<file path="src/rtl/diff_capture_fifo.sv">
// Capture FIFO behind the 6-bit subtractor: buffers {OF_D, diff} results and counts overflow events.
// Optional build macro DIFF_CAPTURE_DROP_OVF_EN: overflowed results are counted but not stored.
module diff_capture_fifo #(
  parameter int WIDTH = 6,
  parameter int DEPTH = 8,
  parameter int CNT_W = 8
) (
  input  logic                     clk,
  input  logic                     rst_n,
  input  logic                     in_valid,
  output logic                     in_ready,
  input  logic [WIDTH-1:0]         diff,
  input  logic                     OF_D,
  output logic                     out_valid,
  input  logic                     out_ready,
  output logic [WIDTH-1:0]         out_diff,
  output logic                     out_of,
  output logic [$clog2(DEPTH):0]   level,
  output logic                     full,
  output logic                     empty,
  output logic [CNT_W-1:0]         ovf_count
);

  localparam int AW = $clog2(DEPTH);
  localparam int LW = AW + 1;

  logic [WIDTH:0]    mem [DEPTH];
  logic [AW-1:0]     wr_ptr_q, wr_ptr_d;
  logic [AW-1:0]     rd_ptr_q, rd_ptr_d;
  logic [LW-1:0]     level_q, level_d;
  logic              full_q, full_d;
  logic              empty_q, empty_d;
  logic [CNT_W-1:0]  ovf_q, ovf_d;
  logic              push, pop, store;

  assign in_ready  = !full_q;
  assign out_valid = !empty_q;
  assign level     = level_q;
  assign full      = full_q;
  assign empty     = empty_q;
  assign ovf_count = ovf_q;

  // Next-state for pointers, occupancy, flags and the saturating overflow counter
  always_comb begin
    push = in_valid && !full_q;
    pop  = !empty_q && out_ready;
`ifdef DIFF_CAPTURE_DROP_OVF_EN
    store = push && !OF_D;
`else
    store = push;
`endif
    if (store) wr_ptr_d = wr_ptr_q + AW'(1);
    else       wr_ptr_d = wr_ptr_q;
    if (pop) rd_ptr_d = rd_ptr_q + AW'(1);
    else     rd_ptr_d = rd_ptr_q;
    case ({store, pop})
      2'b10:   level_d = level_q + LW'(1);
      2'b01:   level_d = level_q - LW'(1);
      default: level_d = level_q;
    endcase
    full_d  = (level_d == LW'(DEPTH));
    empty_d = (level_d == LW'(0));
    if (push && OF_D && (ovf_q != {CNT_W{1'b1}})) ovf_d = ovf_q + CNT_W'(1);
    else                                          ovf_d = ovf_q;
  end

  // State registers with synchronous active-low reset
  always_ff @(posedge clk) begin
    if (!rst_n) begin
      wr_ptr_q <= {AW{1'b0}};
      rd_ptr_q <= {AW{1'b0}};
      level_q  <= {LW{1'b0}};
      full_q   <= 1'b0;
      empty_q  <= 1'b1;
      ovf_q    <= {CNT_W{1'b0}};
    end else begin
      wr_ptr_q <= wr_ptr_d;
      rd_ptr_q <= rd_ptr_d;
      level_q  <= level_d;
      full_q   <= full_d;
      empty_q  <= empty_d;
      ovf_q    <= ovf_d;
    end
  end

  // Storage array is deliberately not reset; writes are gated off while reset is held
  always_ff @(posedge clk) begin
    if (rst_n && store) mem[wr_ptr_q] <= {OF_D, diff};
  end

  // First-word fall-through head, forced to zero when nothing is stored
  always_comb begin
    if (empty_q) begin
      out_of   = 1'b0;
      out_diff = {WIDTH{1'b0}};
    end else begin
      out_of   = mem[rd_ptr_q][WIDTH];
      out_diff = mem[rd_ptr_q][WIDTH-1:0];
    end
  end

endmodule
</file>
<file path="config.mk">
export PLATFORM = sky130hd
export DESIGN_NAME = diff_capture_fifo
export DESIGN_NICKNAME = d
export VERILOG_FILES = /design/src/rtl/diff_capture_fifo.sv
export SDC_FILE = /design/constraint.sdc
export NUM_CORES = 1
export LEC_CHECK = 0
export ABC_AREA = 1
export BUFFER_PORTS_ARGS = -buffer_cell sky130_fd_sc_hd__buf_2
export CAP_MARGIN = 20
export CELL_PAD_IN_SITES_DETAIL_PLACEMENT = 1
export CELL_PAD_IN_SITES_GLOBAL_PLACEMENT = 1
export CORE_UTILIZATION = 30
export DETAILED_ROUTE_END_ITERATION = 10
export PLACE_DENSITY = 0.53
export SYNTH_ARGS = -nofsm -noshare
export SYNTH_HDL_FRONTEND = slang
export SYNTH_SLANG_ARGS = --single-unit
</file>
<file path="constraint.sdc">
create_clock -name clk -period 3 [get_ports clk]
set_input_delay 0.6 -clock clk [delete_from_list [all_inputs] [get_ports clk]]
set_output_delay 0.6 -clock clk [all_outputs]
set_load 0.1 [all_outputs]
</file>
After elaboration in Yosys (flattened, before gate mapping)

Memories as Yosys holds them, arrays and structs flattened. A register that Yosys moved wholly into a read port is not among the register bits.
Index checks and enable logic that the tools add are counted.

Register bits: 20
Memories: 1
Word-level logic and storage cells: 31
Output and inout port bits: 23
Memory bits (writable): 56

Eq/ne operators: 4
Reduce and logical (&&, ||, !) cells: 8
Add/sub/neg operators: 5
Muxes and demuxes: 7

Memory list:

| memory | words | bits a word | rd ports | clocked after memory_dff | wr ports | line | text |
|---|---|---|---|---|---|---|---|
| mem    | 8     | 7           | 1        | 1                        | 1        | 27   | `logic [WIDTH:0] mem [DEPTH];` |

Operator list:

| cell                                                               | count |
|---|---|
| 8-bit by 1-bit adder with 8-bit output, second input constant      | 1 |
| 8-bit inequality test, second input constant                       | 1 |
| 4-bit one-hot mux with 2 select lines                              | 1 |
| 3-bit by 1-bit adder with 3-bit output, second input constant      | 2 |
| 3-bit 2-to-1 mux                                                   | 2 |
| 6-bit 2-to-1 mux                                                   | 1 |
| 1-bit logical AND                                                  | 5 |
| 4-bit by 1-bit adder with 4-bit output, second input constant      | 1 |
| 4-bit == test, second input constant                               | 1 |
| 4-bit zero test                                                    | 1 |
| 4-bit by 1-bit subtractor with 4-bit output, second input constant | 1 |
| 1-bit 2-to-1 mux                                                   | 3 |
| 2-bit by 1-bit == test with 1-bit output, second input constant    | 1 |
| 2-bit == test, second input constant                               | 1 |
| 1-bit zero test                                                    | 2 |

Longest topological paths before layout

Depth after elaboration: 5
Mapped depth: 14
Mapped depth without buffers: 14

Worst setup path after synthesis

Ideal clock, no wire load.

Path kind: reg-to-output
Start: register empty_q, in the netlist empty
End: output port out_diff[0]
Buffers on the path: 0
Stages on the path, launching flop included: 4
Setup slack: -0.644 ns
Arrival: 3.044 ns
Required time: 2.400 ns
Cell sequence: dfxtp_1 > inv_1 > o21ai_0 > nor2_1

Longest elaborated chain between the ends: 1

RTL lines:

| element                | line | text |
|---|---|---|
| start, declared        | 32   | `logic empty_q, empty_d;` |
| start signal, assigned | 81   | `empty_q <= empty_d;` |
| 6-bit 2-to-1 mux       | 93   | `if (empty_q) begin` |
| end, declared          | 16   | `output logic [WIDTH-1:0] out_diff,` |

No other way between the ends.

==> impl_metrics.env <==
export IMPL_leakage_nw=1.59
export IMPL_ios=34
export IMPL_cap_violations=0
export IMPL_post_dp_hpwl_um=5660
export IMPL_ctsHtreeMaxLevel=3
export IMPL_startpoint_type="register"
export IMPL_syn_nets=343
export IMPL_wl_um=7920
export IMPL_cts_tree="yes"
export IMPL_setup_tns_final_ns=0
export IMPL_fin_crit_sh_pct=88.6
export IMPL_initial_core_util_pct=31.2
export IMPL_ys_ff_latch=79
export IMPL_clk_path_buf_depth=2
export IMPL_antennaDiodeCount=0
export IMPL_power_mw=3.82
export IMPL_hold_start="ovf_count[4]"
export IMPL_first_global_vias=2488
export IMPL_vias_per_cell=4.77
export IMPL_ctsHoldBuffers=0
export IMPL_arrival_ns=2.06
export IMPL_async_reset_ff_share_pct=0
export IMPL_dr_pass1_iters=4
export IMPL_cts_setup_buffers=0
export IMPL_syn_avg_cell_area_um2=10.5
export IMPL_dieArea_mm2=0.0119
export IMPL_ir_drop_mv=0.557
export IMPL_grt_pass1_wl_um=12800
export IMPL_syn_area_mm2=0.00344
export IMPL_globalplace_congestion=0.743
export IMPL_core_mm2=0.0110
export IMPL_cts_resized=0
export IMPL_antenna_left=0
export IMPL_synthToLayoutAreaGrowth_pct=18.5
export IMPL_vias=2462
export IMPL_overflow=0
export IMPL_std_cell_rows=38
export IMPL_whs_ns=0.454
export IMPL_root_buffer="clkbuf_16"
export IMPL_setup_viol=0
export IMPL_cts_made_buffers=9
export IMPL_finalCriticalPeriod_ns=2.66
export IMPL_ys_flop_type="edfxtp_1"
export IMPL_status="finished clean"
export IMPL_slew_limit_headroom_pct=67.2
export IMPL_worstMarginPinSlew_ns=0.495
export IMPL_dp_slack_ns=0.424
export IMPL_synth_seq_area_share_pct=62.2
export IMPL_dp_cells=500
export IMPL_final_cells=516
export IMPL_io_buffers=33
export IMPL_power_density_mw_per_mm2=937
export IMPL_setup_worst_path_class="register to output pin"
export IMPL_required_ns=2.40
export IMPL_gr_usage_all_layers_pct=14.6
export IMPL_end_kind="output pin"
export IMPL_grt_max_degree=29
export IMPL_path_max_fanout=15
export IMPL_wl_per_cell_um=15.4
export IMPL_holdCritPathClass="register to register"
export IMPL_drive_gt1_share_pct=23.7
export IMPL_cts_sinks=79
export IMPL_synth_cell_types=31
export IMPL_die_height_um=109
export IMPL_rsz0062_at_grt="false"
export IMPL_max_freq_mhz=376
export IMPL_synth_edff_count=56
export IMPL_worst_slack_ns=0.342
export IMPL_clkSlewWorstSetupHoldPaths_ns=0.06
export IMPL_die_width_um=109
export IMPL_r2r_start="empty"
export IMPL_skew_ns=0.00363
export IMPL_drc=0
export IMPL_slew_viol_final=0
export IMPL_synth_cells=327
export IMPL_fin_nets=387
export IMPL_antenna_found_initial=0
export IMPL_drt_iter0_drc=119
export IMPL_clock_latency_ns=0.33
export IMPL_hold_violations=0
export IMPL_yosysWarnings=0
-- cell usage in the layout, fill, tap and decap left out, drive strengths merged --
cell       n
o32ai     14
nand3     12
nand2     33
clkbuf     9
nand3b     1
nor2      78
clkinvlp   2
o21ai     32
nor3b      1
nor3       8
clkinv     6
a21oi     15
ha         5
inv       33
dfxtp     23
buf       44
xor2       1
xnor2      2
o21a       1
edfxtp    56
-- flip-flops by register name, indices dropped and copies added, names as in the netlist, named ones only --
| register | flops |
|---|---|
| empty | 1 |
| full | 1 |
| level | 4 |
| mem | 56 |
| ovf_count | 8 |
| rd_ptr_q | 3 |
| wr_ptr_q | 3 |
-- path summary, 6_finish.rpt --
check,to,slack (ns),cells after the start
worst min register to register,ovf_count[4],0.45,2
worst max-delay path,out_diff[1],0.34,6
worst min-delay path,ovf_count[4],0.45,2
worst max register to register,empty,1.22,12
-- area by class of cell --
type,instances,area (um^2)
clock inverters,7,40.0
multi-input cells,203,1110
flip-flops and latches,79,2140
repair buffers,44,248
inverters,34,134
clock buffers,9,225
well taps,140,175
fillers,1254,6950
-- power by group --
part / switching [mW] / leakage [nW] / total, mW / internal, mW
Sequential: 0.105 / 0.694 / 1.36 / 1.26
Combinational: 1.17 / 0.763 / 1.49 / 0.312
Clock: 0.420 / 0.132 / 0.972 / 0.552
-- routing by layer --
layer / global-route usage, % / part of all wire (%) / vias up
met3: 3.65 / 3.5 / 7
li1: - / - / 1212
met2: 25.0 / 50 / 40
met1: 17.6 / 45 / 1203
met5: 0 / 0 / -
met4: 5.21 / 1.1 / 0
-- critical path, stage by stage (launching register included) --
cell and delay, ns:
dfxtp_1 0.42, buf_4 0.25, nor2_1 0.07, o32ai_1 0.32, o21ai_0 0.15, nor2_2 0.09
buf_2 0.42
-- logic make-up after synthesis --
| group | count (synthesis) | synth area share (%) |
|---|---|---|
| xor+xnor | 3 | 0.763 |
| compound gates | 62 | 10.6 |
| flops | 79 | 62.2 |
| buf+inv | 45 | 5.96 |
| fa+ha+maj | 5 | 1.82 |
| simple gates | 133 | 18.6 |
-- Yosys cell counts, types with 2 or more instances --
library cell,number,area [um^2]
a21oi_1,15,75.1
buf_2,2,10.0
buf_4,4,30.0
clkbuf_1,4,15.0
dfxtp_1,23,460
edfxtp_1,56,1680
ha_1,5,62.6
inv_1,31,116
inv_2,2,7.51
nand2_1,27,101
nand2_2,3,18.8
nand2_4,3,33.8
nand3_1,7,35.0
nand3_2,5,50.1
nor2_1,75,282
nor3_1,5,25.0
nor3_4,2,32.5
o21ai_0,30,150
o21ai_1,2,10.0
o32ai_1,14,123
xnor2_1,2,17.5
-- metrics by stage --
stage	instance area (um^2)	utilization (%)
finish	4080	37.0
CTS	4080	37.0
detailed placement	3810	34.6
global placement	3810	34.6
floorplan	3460	-
global route	4080	37.0
(Power assumes the default switching activity.)
